### config.mk
export PLATFORM = sky130hd
export DESIGN_NAME = adc_rx_flat
export DESIGN_NICKNAME = d
export VERILOG_FILES = /design/src/rtl/adc_pkg.sv /design/src/rtl/adc_if.sv /design/src/rtl/adc_shreg.sv /design/src/rtl/adc_rx.sv /design/src/flat_wrapper.sv
export SDC_FILE = /design/constraint.sdc
export NUM_CORES = 1
export LEC_CHECK = 0
export ABC_AREA = 1
export CELL_PAD_IN_SITES_DETAIL_PLACEMENT = 1
export CELL_PAD_IN_SITES_GLOBAL_PLACEMENT = 1
export CORE_MARGIN = 10
export CORE_UTILIZATION = 25
export DETAILED_ROUTE_END_ITERATION = 12
export HOLD_SLACK_MARGIN = 0.08
export PLACE_DENSITY = 0.55
export SKIP_LAST_GASP = 1
export SLEW_MARGIN = 20
export SYNTH_ARGS = -nofsm -noshare
export SYNTH_HDL_FRONTEND = slang
export SYNTH_SLANG_ARGS = --single-unit
### constraint.sdc
create_clock -name clk -period 4.8 [get_ports clk]
set_clock_uncertainty 0.15 [all_clocks]
set_input_delay 0.48 -clock clk [delete_from_list [all_inputs] [get_ports clk]]
set_output_delay 0.48 -clock clk [all_outputs]
set_load 0.02 [all_outputs]
### src/rtl/adc_pkg.sv
// Shared constants, FSM encoding and frame helpers for the dual-ADC SPI capture path.
// Frame layout: 4 leading zero bits followed by 12 data bits, MSB first.
package adc_pkg;

  localparam int FRAME_BITS = 16;
  localparam int LEAD_BITS  = 4;
  localparam int DATA_BITS  = 12;

  typedef enum logic [1:0] {
    IDLE  = 2'd0,
    CONV  = 2'd1,
    QUIET = 2'd2
  } adc_state_e;

  // True when any of the leading bits (which the ADC should drive as zero) is set.
  function automatic logic lead_set(input logic [FRAME_BITS-1:0] frame);
    return |frame[FRAME_BITS-1 -: LEAD_BITS];
  endfunction

  function automatic logic [DATA_BITS-1:0] frame_data(input logic [FRAME_BITS-1:0] frame);
    return frame[DATA_BITS-1:0];
  endfunction

endpackage

### src/rtl/adc_if.sv
// Start/serial/sample bundle between the sampling timer, the ADC pins and the DSP datapath.
// master = capture block, slave = its environment (timer, ADC pair, sample consumer).
interface adc_if;
  import adc_pkg::*;

  logic                 start;
  logic                 miso1;
  logic                 miso2;
  logic                 csn;
  logic                 sclk;
  logic [DATA_BITS-1:0] dout1;
  logic [DATA_BITS-1:0] dout2;
  logic                 valid;
  logic                 busy;
  logic                 lead_err;

  modport master (
    input  start, miso1, miso2,
    output csn, sclk, dout1, dout2, valid, busy, lead_err
  );

  modport slave (
    output start, miso1, miso2,
    input  csn, sclk, dout1, dout2, valid, busy, lead_err
  );

endinterface

### src/rtl/adc_shreg.sv
// MSB-first serial-in shift register with parallel output; one per ADC data line.
// Shifts only on shift_en, so the frame content holds after the last bit.
module adc_shreg
  import adc_pkg::*;
(
  input  logic                  clk,
  input  logic                  rst,
  input  logic                  shift_en,
  input  logic                  din,
  output logic [FRAME_BITS-1:0] q
);

  logic [FRAME_BITS-1:0] sr_q;
  logic [FRAME_BITS-1:0] sr_d;

  always_comb begin
    sr_d = sr_q;
    if (shift_en) begin
      sr_d = {sr_q[FRAME_BITS-2:0], din};
    end
  end

  always_ff @(posedge clk or posedge rst) begin
    if (rst) begin
      sr_q <= '0;
    end else begin
      sr_q <= sr_d;
    end
  end

  assign q = sr_q;

endmodule

### src/rtl/adc_rx.sv
// Dual AD7476A-class capture: one start pulse runs a 16-bit SPI frame on both data lines
// and publishes two 12-bit samples with a one-cycle valid strobe; all outputs registered.
module adc_rx
  import adc_pkg::*;
#(
  parameter int SCLK_HALF = 4,
  parameter int QUIET_CYC = 8
) (
  input  logic   clk,
  input  logic   rst,
  adc_if.master  bus
);

  // Setup half-period plus 16 full SCLK periods.
  localparam int CONV_CYC = 33 * SCLK_HALF;
  localparam int CNT_MAX  = (CONV_CYC > QUIET_CYC) ? CONV_CYC : QUIET_CYC;
  localparam int CNT_W    = $clog2(CNT_MAX);
  localparam int HC_W     = $clog2(SCLK_HALF);

  localparam logic [CNT_W-1:0] CONV_LAST  = CNT_W'(CONV_CYC - 1);
  localparam logic [CNT_W-1:0] QUIET_LAST = CNT_W'(QUIET_CYC - 1);
  localparam logic [HC_W-1:0]  HALF_LAST  = HC_W'(SCLK_HALF - 1);

  adc_state_e           state_q, state_d;
  logic [CNT_W-1:0]     cnt_q, cnt_d;
  logic [HC_W-1:0]      hc_q, hc_d;
  logic                 csn_q, csn_d;
  logic                 sclk_q, sclk_d;
  logic                 valid_q, valid_d;
  logic                 busy_q, busy_d;
  logic                 lead_err_q, lead_err_d;
  logic [DATA_BITS-1:0] dout1_q, dout1_d;
  logic [DATA_BITS-1:0] dout2_q, dout2_d;

  logic                  shift_en;
  logic [FRAME_BITS-1:0] sh1;
  logic [FRAME_BITS-1:0] sh2;

  // Sample on the edge where SCLK falls; the falling transition at the frame end is excluded
  // because SCLK is forced high there instead of toggling.
  assign shift_en = (state_q == CONV) && sclk_q && (hc_q == HALF_LAST) && (cnt_q != CONV_LAST);

  adc_shreg u_sh1 (
    .clk      (clk),
    .rst      (rst),
    .shift_en (shift_en),
    .din      (bus.miso1),
    .q        (sh1)
  );

  adc_shreg u_sh2 (
    .clk      (clk),
    .rst      (rst),
    .shift_en (shift_en),
    .din      (bus.miso2),
    .q        (sh2)
  );

  always_comb begin
    state_d    = state_q;
    cnt_d      = cnt_q;
    hc_d       = hc_q;
    csn_d      = csn_q;
    sclk_d     = sclk_q;
    dout1_d    = dout1_q;
    dout2_d    = dout2_q;
    valid_d    = 1'b0;
    lead_err_d = 1'b0;

    case (state_q)
      IDLE: begin
        if (bus.start) begin
          state_d = CONV;
          cnt_d   = '0;
          hc_d    = '0;
          csn_d   = 1'b0;
          sclk_d  = 1'b1;
        end
      end

      CONV: begin
        if (cnt_q == CONV_LAST) begin
          state_d    = QUIET;
          cnt_d      = '0;
          hc_d       = '0;
          csn_d      = 1'b1;
          sclk_d     = 1'b1;
          dout1_d    = frame_data(sh1);
          dout2_d    = frame_data(sh2);
          valid_d    = 1'b1;
          lead_err_d = lead_set(sh1) | lead_set(sh2);
        end else begin
          cnt_d = cnt_q + 1'b1;
          // SCLK toggles at every half-period boundary after the setup half.
          if (hc_q == HALF_LAST) begin
            hc_d   = '0;
            sclk_d = ~sclk_q;
          end else begin
            hc_d = hc_q + 1'b1;
          end
        end
      end

      QUIET: begin
        if (cnt_q == QUIET_LAST) begin
          state_d = IDLE;
          cnt_d   = '0;
        end else begin
          cnt_d = cnt_q + 1'b1;
        end
      end

      default: begin
        state_d = IDLE;
        cnt_d   = '0;
        hc_d    = '0;
        csn_d   = 1'b1;
        sclk_d  = 1'b1;
      end
    endcase

    busy_d = (state_d != IDLE);
  end

  always_ff @(posedge clk or posedge rst) begin
    if (rst) begin
      state_q    <= IDLE;
      cnt_q      <= '0;
      hc_q       <= '0;
      csn_q      <= 1'b1;
      sclk_q     <= 1'b1;
      dout1_q    <= '0;
      dout2_q    <= '0;
      valid_q    <= 1'b0;
      busy_q     <= 1'b0;
      lead_err_q <= 1'b0;
    end else begin
      state_q    <= state_d;
      cnt_q      <= cnt_d;
      hc_q       <= hc_d;
      csn_q      <= csn_d;
      sclk_q     <= sclk_d;
      dout1_q    <= dout1_d;
      dout2_q    <= dout2_d;
      valid_q    <= valid_d;
      busy_q     <= busy_d;
      lead_err_q <= lead_err_d;
    end
  end

  assign bus.csn      = csn_q;
  assign bus.sclk     = sclk_q;
  assign bus.dout1    = dout1_q;
  assign bus.dout2    = dout2_q;
  assign bus.valid    = valid_q;
  assign bus.busy     = busy_q;
  assign bus.lead_err = lead_err_q;

endmodule

### src/flat_wrapper.sv
// flat-port wrapper written by rule: the top's interface ports become plain ports
module adc_rx_flat import adc_pkg::*;
#(
  parameter int SCLK_HALF = 4,
  parameter int QUIET_CYC = 8
)
  (clk, rst, bus_start, bus_miso1, bus_miso2, bus_csn, bus_sclk, bus_dout1, bus_dout2, bus_valid, bus_busy, bus_lead_err);
  adc_if bus_i ();
  input  logic clk;
  input  logic rst;
  input wire logic [$bits(bus_i.start)-1:0] bus_start;
  input wire logic [$bits(bus_i.miso1)-1:0] bus_miso1;
  input wire logic [$bits(bus_i.miso2)-1:0] bus_miso2;
  output wire logic [$bits(bus_i.csn)-1:0] bus_csn;
  output wire logic [$bits(bus_i.sclk)-1:0] bus_sclk;
  output wire logic [$bits(bus_i.dout1)-1:0] bus_dout1;
  output wire logic [$bits(bus_i.dout2)-1:0] bus_dout2;
  output wire logic [$bits(bus_i.valid)-1:0] bus_valid;
  output wire logic [$bits(bus_i.busy)-1:0] bus_busy;
  output wire logic [$bits(bus_i.lead_err)-1:0] bus_lead_err;
  assign bus_i.start = bus_start;
  assign bus_i.miso1 = bus_miso1;
  assign bus_i.miso2 = bus_miso2;
  assign bus_csn = bus_i.csn;
  assign bus_sclk = bus_i.sclk;
  assign bus_dout1 = bus_i.dout1;
  assign bus_dout2 = bus_i.dout2;
  assign bus_valid = bus_i.valid;
  assign bus_busy = bus_i.busy;
  assign bus_lead_err = bus_i.lead_err;
  adc_rx #(.SCLK_HALF(SCLK_HALF), .QUIET_CYC(QUIET_CYC)) u_core (.clk(clk), .rst(rst), .bus(bus_i));
endmodule
==> results of run 1 <==
## worst paths after layout
kind	from	endpoint	slack (ns)	cells past startpoint
max	u_core.state_q[1]$_DFF_PP0_	u_core.bus.busy$_DFF_PP0_	2.38	6
min	u_core.bus.dout2[6]$_DFFE_PP0P_	u_core.bus.dout2[6]$_DFFE_PP0P_	0.33	2
max reg2reg	u_core.state_q[1]$_DFF_PP0_	u_core.bus.busy$_DFF_PP0_	2.38	6
min reg2reg	u_core.bus.dout2[6]$_DFFE_PP0P_	u_core.bus.dout2[6]$_DFFE_PP0P_	0.33	2
max in group asynchronous	rst	u_core.u_sh2.q[8]$_DFFE_PP0P_	3.02	3
min in group asynchronous	rst	u_core.cnt_q[4]$_DFFE_PP0N_	0.51	2
## report_power, final
part,total (mW),switching [mW],leakage [nW],internal (mW)
logic,0.289,0.190,0.672,0.0993
registers,0.713,0.0372,0.997,0.676
clock network,0.739,0.268,0.163,0.471
total,1.74,0.495,1.83,1.25
## flip-flops by register name, indices dropped and copies added, names as in the netlist
| register | flops |
|---|---|
| u_core.u_sh1.q | 16 |
| u_core.u_sh2.q | 16 |
| u_core.bus.dout1 | 12 |
| u_core.bus.dout2 | 12 |
| u_core.cnt_q | 8 |
| u_core.hc_q | 2 |
| u_core.state_q | 2 |
| u_core.bus.busy | 1 |
| u_core.bus.csn | 1 |
| u_core.bus.lead_err | 1 |
| u_core.bus.sclk | 1 |
| u_core.bus.valid | 1 |
## cells in the final DEF (no fill, tap or decap), types with 2 or more instances in the layout
master and instances:
nand2_1 92, dfrtp_1 71, inv_1 47, clkdlybuf4s50_1 33
o21ai_2 32, nand3_1 20, o21ai_0 19, o21ai_1 11
clkbuf_16 9, nor2_1 8, a21oi_1 7, ha_1 6
inv_2 4, nand2_2 3, nor2_2 3, clkinv_4 3
nor4_1 2, bufinv_16 2, dfstp_2 2
## critical path, delay by kind of cell (launching register included)
family,cells,cell delay (ns)
flops,1,0.41
fa+ha+maj,1,0.39
simple gates,4,1.29
buf+inv,1,0.11
## Yosys cell counts, types with 3 or more instances
cell type,instances,area share (%)
o21ai_0,19,2.9
ha_1,6,2.3
nor2_2,3,0.57
nand2_1,92,11
buf_6,7,2.4
dfrtp_1,71,54
o21ai_1,11,1.7
a21oi_1,7,1.1
buf_2,5,0.76
o21ai_2,32,8.5
nor2_1,8,0.92
inv_1,48,5.5
nand3_1,20,3.1
inv_2,3,0.34
nand2_2,3,0.57
## logic make-up after synthesis
logic type,count (synthesis)
simple gates,135
flops,73
fa+ha+maj,6
buf+inv,64
compound gates,70
xor+xnor,1
## final cells by class
class	instances	area, sq um
inverters	51	191
repair buffers	35	358
flip-flops and latches	73	1830
multi-input cells	212	1150
fillers	1513	8650
clock inverters	6	91.3
well taps	172	215
clock buffers	10	239
## layer usage
metal  routed length, um  vias up  GRT usage (%)
li1                    -     1167              -
met1                3290     1144           10.3
met2                3280       32           13.5
met3                 296       10           2.34
met4                 174        0           5.08
met5                   0        -              0
## per-stage QoR
step                hold WS [ns]  util (%)  total power [mW]  setup slack, ns  std cells
floorplan                  0.305         -             0.938             2.32        349
finish                     0.330      32.0              1.74             2.38        559
global placement           0.314      29.3              1.01             2.29        542
global route               0.350      32.0              1.85             2.01        559
detailed placement         0.319      29.3              1.02             2.23        542
CTS                        0.335      31.9              1.77             2.21        558
==> metrics.txt, run 1 <==
# TYPE chip_impl_metric gauge
chip_impl_info{name="run_status",value="finished, final reports clean"} 1
chip_impl_metric{name="coreArea",unit="sq um"} 12700
chip_impl_metric{name="setup_total_negative_slack",unit="ns"} 0
chip_impl_metric{name="dpl-instance-area",unit="sq um"} 3720
chip_impl_metric{name="synth-simple-area-share",unit="%"} 18.1
chip_impl_metric{name="max_slew.worst_pin.slew",unit="ns"} 0.934
chip_impl_metric{name="final_hold_violating_endpoints",unit=""} 0
chip_impl_metric{name="number_of_maximum_capacitance_constraint_violations",unit=""} 0
chip_impl_metric{name="post-dp-hpwl",unit="um"} 4730
chip_impl_metric{name="drtIter0Drc",unit=""} 120
chip_impl_metric{name="synthXorXnorAreaFrac",unit="%"} 0.267
chip_impl_info{name="hold_class",value="register to register"} 1
chip_impl_metric{name="antenna_violations_before_repair",unit=""} 0
chip_impl_metric{name="n_antenna_cell",unit=""} 0
chip_impl_metric{name="relSlewSlack",unit="%"} 37.7
chip_impl_metric{name="mappedNetlistArea",unit="sq um"} 3280
chip_impl_metric{name="finalCritPeriodShare",unit="%"} 50.5
chip_impl_info{name="crit_top_cell",value="nand2_1"} 1
chip_impl_metric{name="syn_area_per_cell",unit="sq um"} 9.39
chip_impl_metric{name="mappedNetlistNets",unit=""} 360
chip_impl_metric{name="area_of_the_die",unit="sq um"} 18100
chip_impl_metric{name="max_clock_freq",unit="MHz"} 413
chip_impl_info{name="ctsRootBufferMaster",value="clkbuf_16"} 1
chip_impl_metric{name="irDropWorstVdd",unit="uV"} 178
chip_impl_metric{name="dieWidth",unit="um"} 135
chip_impl_info{name="rsz0062_at_grt",value="false"} 1
chip_impl_metric{name="place.gp.congestion",unit=""} 0.731
chip_impl_metric{name="count_of_cells_resized_by_post_cts_repair",unit=""} 0
chip_impl_metric{name="drt-vias-per-instance",unit=""} 4.21
chip_impl_info{name="tritoncts",value="done"} 1
chip_impl_metric{name="leakagePower",unit="nW"} 1.83
chip_impl_metric{name="worstPathMaxFanout",unit=""} 51
chip_impl_metric{name="core.rowCount",unit=""} 41
chip_impl_metric{name="tritoncts_num_sinks",unit=""} 73
chip_impl_metric{name="clkSlewWorstSetupHoldPaths",unit="ns"} 0.06
chip_impl_metric{name="number_of_buffers_added_by_the_clock_tree_synthesis_step",unit=""} 9
chip_impl_metric{name="detailroute.via_count",unit=""} 2353
chip_impl_metric{name="post-route-min-period",unit="ns"} 2.42
chip_impl_metric{name="synth.mux.area_fraction",unit="%"} 0
chip_impl_metric{name="clock_tree.htree_level_count",unit=""} 3
chip_impl_metric{name="layout.cell_area.non_filler",unit="sq um"} 4070
chip_impl_metric{name="slew_violations",unit=""} 0
chip_impl_metric{name="die_y",unit="um"} 135
chip_impl_metric{name="cts.hold.buffers_added",unit=""} 0
chip_impl_metric{name="wirelength",unit="um"} 7040
chip_impl_metric{name="groute.usage.overall",unit="%"} 8.59
chip_impl_metric{name="port_buffers",unit=""} 33
chip_impl_info{name="synth_ff_type",value="dfrtp_1"} 1
chip_impl_metric{name="initial_core_util",unit="%"} 25.8
chip_impl_metric{name="synth-edff-count",unit=""} 0
chip_impl_metric{name="ctsLongestPathBuffers",unit=""} 2
chip_impl_info{name="critical_path.startpoint_type",value="register"} 1
chip_impl_metric{name="powerDensity",unit="nW/um^2"} 427
chip_impl_metric{name="post_synth_num_cell_types",unit=""} 27
chip_impl_metric{name="crit_arrival",unit="ns"} 2.54
chip_impl_metric{name="dr.pass1.iters",unit=""} 4
chip_impl_metric{name="buffer_count_from_post_cts_setup_fixing",unit=""} 0
chip_impl_metric{name="seq_area_frac_synth",unit="%"} 55.8
chip_impl_metric{name="detail_route.drc_violations",unit=""} 0
chip_impl_metric{name="cpPeakStageDelay",unit="ns"} 0.78
chip_impl_metric{name="global_route_wire_length_before_repair",unit="um"} 12600
chip_impl_metric{name="antenna_violating_nets_post_route",unit=""} 0
chip_impl_metric{name="layout.nets",unit=""} 393
chip_impl_metric{name="async_flop_share",unit="%"} 100
chip_impl_metric{name="area.growth.synth_to_final",unit="%"} 24.3
chip_impl_metric{name="synthesis.instances",unit=""} 349
chip_impl_info{name="crit_type",value="register to register"} 1
chip_impl_metric{name="route.detailed.wl_per_inst",unit="um"} 12.6
chip_impl_metric{name="finalSetupViolCount",unit=""} 0
chip_impl_metric{name="ys_warn_count",unit=""} 0
chip_impl_metric{name="post_route_cells_drive_above_1_share",unit="%"} 16.8
chip_impl_metric{name="worst-endpoint-required",unit="ns"} 4.92
chip_impl_info{name="worst_path_max_delay_cell",value="nand3_2"} 1
chip_impl_info{name="end_kind",value="register"} 1
chip_impl_info{name="critical_path.cell_chain",value="inv_1 > ha_1 > nand3_2 > nand2_1 > nand3_1 > nand2_1"} 1
chip_impl_metric{name="synth_fa_ha_area_share",unit="%"} 2.29
chip_impl_metric{name="grt_pass1_vias",unit=""} 2518
chip_impl_metric{name="num_io_pins",unit=""} 34
chip_impl_metric{name="clock_latency",unit="ns"} 0.33
chip_impl_metric{name="grt_max_degree",unit=""} 65
chip_impl_metric{name="ys_ff_latch",unit=""} 73
chip_impl_info{name="synth_top_family_by_area",value="simple AND/OR/NAND/NOR gates"} 1
chip_impl_metric{name="total_grt_overflow",unit=""} 0
chip_impl_metric{name="synth-compound-area-share",unit="%"} 14.4
No activity file was read; power rests on OpenSTA's default activity.
==> inputs of run 2 (changes only) <==
PLACE_DENSITY = 0.57   (was 0.55)
clock period = 2.02 ns   (was 4.8 ns; I/O delays follow)
==> metrics.txt, run 2 (synthesis gave the netlist of run 1 again) <==
# TYPE chip_impl_metric gauge
chip_impl_metric{name="relSlewSlack",unit="%"} 73.5
chip_impl_metric{name="tritoncts_num_sinks",unit=""} 73
chip_impl_metric{name="area.growth.synth_to_final",unit="%"} 25.5
chip_impl_metric{name="ctsLongestPathBuffers",unit=""} 2
chip_impl_info{name="hold_class",value="input port to asynchronous set/reset pin"} 1
chip_impl_metric{name="finalSetupViolCount",unit=""} 0
chip_impl_metric{name="max_clock_freq",unit="MHz"} 532
chip_impl_metric{name="overall_power_of_the_completed_layout",unit="mW"} 4.06
chip_impl_metric{name="place.gp.congestion",unit=""} 0.706
chip_impl_metric{name="antenna_violations_before_repair",unit=""} 0
chip_impl_metric{name="cpPeakStageDelay",unit="ns"} 0.62
chip_impl_metric{name="setup_total_negative_slack",unit="ns"} 0
chip_impl_metric{name="antenna_violating_nets_post_route",unit=""} 0
chip_impl_metric{name="detail_route.drc_violations",unit=""} 0
chip_impl_metric{name="die_y",unit="um"} 135
chip_impl_metric{name="powerDensity",unit="nW/um^2"} 986
chip_impl_metric{name="worstPathMaxFanout",unit=""} 4
chip_impl_info{name="cpLargestDelayFamily",value="buffers and inverters"} 1
chip_impl_metric{name="num_io_pins",unit=""} 34
chip_impl_metric{name="dr.pass1.iters",unit=""} 4
chip_impl_info{name="run_status",value="finished, final reports clean"} 1
chip_impl_metric{name="drtIter0Drc",unit=""} 147
chip_impl_metric{name="wirelength",unit="um"} 6780
chip_impl_metric{name="final_hold_violating_endpoints",unit=""} 0
chip_impl_info{name="worst_path_max_delay_cell",value="clkdlybuf4s50_1"} 1
chip_impl_info{name="end_kind",value="output pin"} 1
chip_impl_metric{name="grt_max_degree",unit=""} 74
chip_impl_info{name="tritoncts",value="done"} 1
chip_impl_metric{name="worst-endpoint-required",unit="ns"} 1.67
chip_impl_metric{name="layout.nets",unit=""} 397
chip_impl_metric{name="initial_core_util",unit="%"} 25.8
chip_impl_metric{name="post_route_cells_drive_above_1_share",unit="%"} 17.4
chip_impl_metric{name="timing.critical_path.buf_inv",unit=""} 1
chip_impl_metric{name="slew_violations",unit=""} 0
chip_impl_info{name="final_common_cell",value="nand2_1"} 1
chip_impl_metric{name="clkSlewWorstSetupHoldPaths",unit="ns"} 0.06
chip_impl_metric{name="dieWidth",unit="um"} 135
chip_impl_metric{name="cts.hold.buffers_added",unit=""} 0
chip_impl_metric{name="leakagePower",unit="nW"} 1.84
chip_impl_metric{name="port_buffers",unit=""} 33
chip_impl_metric{name="max_slew.worst_pin.slew",unit="ns"} 0.398
chip_impl_metric{name="area_of_the_die",unit="sq um"} 18100
chip_impl_info{name="critical_path.cell_chain",value="clkdlybuf4s50_1"} 1
chip_impl_metric{name="post-route-min-period",unit="ns"} 1.88
chip_impl_metric{name="total_grt_overflow",unit=""} 0
chip_impl_info{name="mostFrequentLayoutCells",value="nand2_1 (92), dfrtp_1 (71), inv_1 (47), clkdlybuf4s50_1 (33), o21ai_2 (32)"} 1
chip_impl_metric{name="irDropWorstVdd",unit="uV"} 398
chip_impl_metric{name="route.detailed.wl_per_inst",unit="um"} 12.1
chip_impl_info{name="critical_path.startpoint_type",value="register"} 1
chip_impl_metric{name="final-instance-count-excl-fill",unit=""} 562
chip_impl_metric{name="post-dp-hpwl",unit="um"} 4720
chip_impl_metric{name="detailroute.via_count",unit=""} 2370
chip_impl_metric{name="n_antenna_cell",unit=""} 0
chip_impl_metric{name="drt-vias-per-instance",unit=""} 4.22
chip_impl_metric{name="groute.usage.overall",unit="%"} 8.31
chip_impl_metric{name="finalCritPeriodShare",unit="%"} 93.1
chip_impl_info{name="rsz0062_at_grt",value="false"} 1
chip_impl_metric{name="core.rowCount",unit=""} 41
chip_impl_metric{name="r2r_slack",unit="ns"} 0.19
chip_impl_metric{name="grt_pass1_vias",unit=""} 2478
chip_impl_metric{name="clock_tree.htree_level_count",unit=""} 3
chip_impl_metric{name="crit_arrival",unit="ns"} 1.53
chip_impl_info{name="ctsRootBufferMaster",value="clkbuf_16"} 1
chip_impl_metric{name="coreArea",unit="sq um"} 12700
chip_impl_metric{name="post_place_cells",unit=""} 547
chip_impl_metric{name="global_route_wire_length_before_repair",unit="um"} 12200
chip_impl_metric{name="number_of_maximum_capacitance_constraint_violations",unit=""} 0
chip_impl_metric{name="number_of_buffers_added_by_the_clock_tree_synthesis_step",unit=""} 9
chip_impl_metric{name="clock_latency",unit="ns"} 0.33
chip_impl_info{name="crit_type",value="register to output pin"} 1
-- run 2: report_power, final --
group	switching, mW	internal [mW]	total, mW
Sequential	0.0826	1.61	1.69
Clock	0.604	1.07	1.68
Combinational	0.440	0.252	0.692
Total	1.13	2.93	4.06
-- run 2: timing repair --
action | in CTS | in global routing
resized for setup | 0 | 2
setup buffers | 0 | 0
endpoints found under the setup margin | 0 | 1
-- run 2: stage by stage --
stage                     utilization, %  setup slack [ns]  hold WS (ns)  cell area, sq um
after floorplan                        -             0.427         0.194              3280
after global placement              29.9             0.207         0.315              3800
after detailed placement            29.9             0.175         0.318              3800
after CTS                           32.3             0.100         0.185              4110
after global routing                32.3            0.0118         0.207              4120
final                               32.3             0.140         0.175              4120
-- run 2: final timing paths --
check                                              start                         endpoint  depth (start not counted)
hold reg to reg            u_core.u_sh1.q[9]$_DFFE_PP0P_    u_core.u_sh1.q[9]$_DFFE_PP0P_                          2
setup reg to reg             u_core.state_q[0]$_DFF_PP0_      u_core.cnt_q[6]$_DFFE_PP0N_                          8
setup / recovery             u_core.bus.sclk$_DFFE_PP1P_                         bus_sclk                          1
hold / removal                                       rst  u_core.bus.dout1[2]$_DFFE_PP0P_                          3
min in group clk                               bus_miso1    u_core.u_sh1.q[0]$_DFFE_PP0P_                          3
max in group asynchronous                            rst       u_core.bus.csn$_DFFE_PP1P_                          3
-- run 2: layer usage --
metal | global-route usage (%) | share of wire (%) | wire length [um] | vias up
met1 | 9.90 | 45 | 3020 | 1159
met5 | 0 | 0 | 0 | -
li1 | - | - | - | 1172
met3 | 2.19 | 4.1 | 277 | 12
met2 | 13.0 | 49 | 3290 | 27
met4 | 5.26 | 2.8 | 190 | 0
-- run 2: cell type report --
| class | instances | area [sq um] |
|---|---|---|
| inverters | 51 | 195 |
| flip-flops and latches | 73 | 1830 |
| clock inverters | 5 | 81.3 |
| fillers | 1514 | 8610 |
| repair buffers | 39 | 413 |
| multi-input cells | 212 | 1150 |
| well taps | 172 | 215 |
| clock buffers | 10 | 229 |
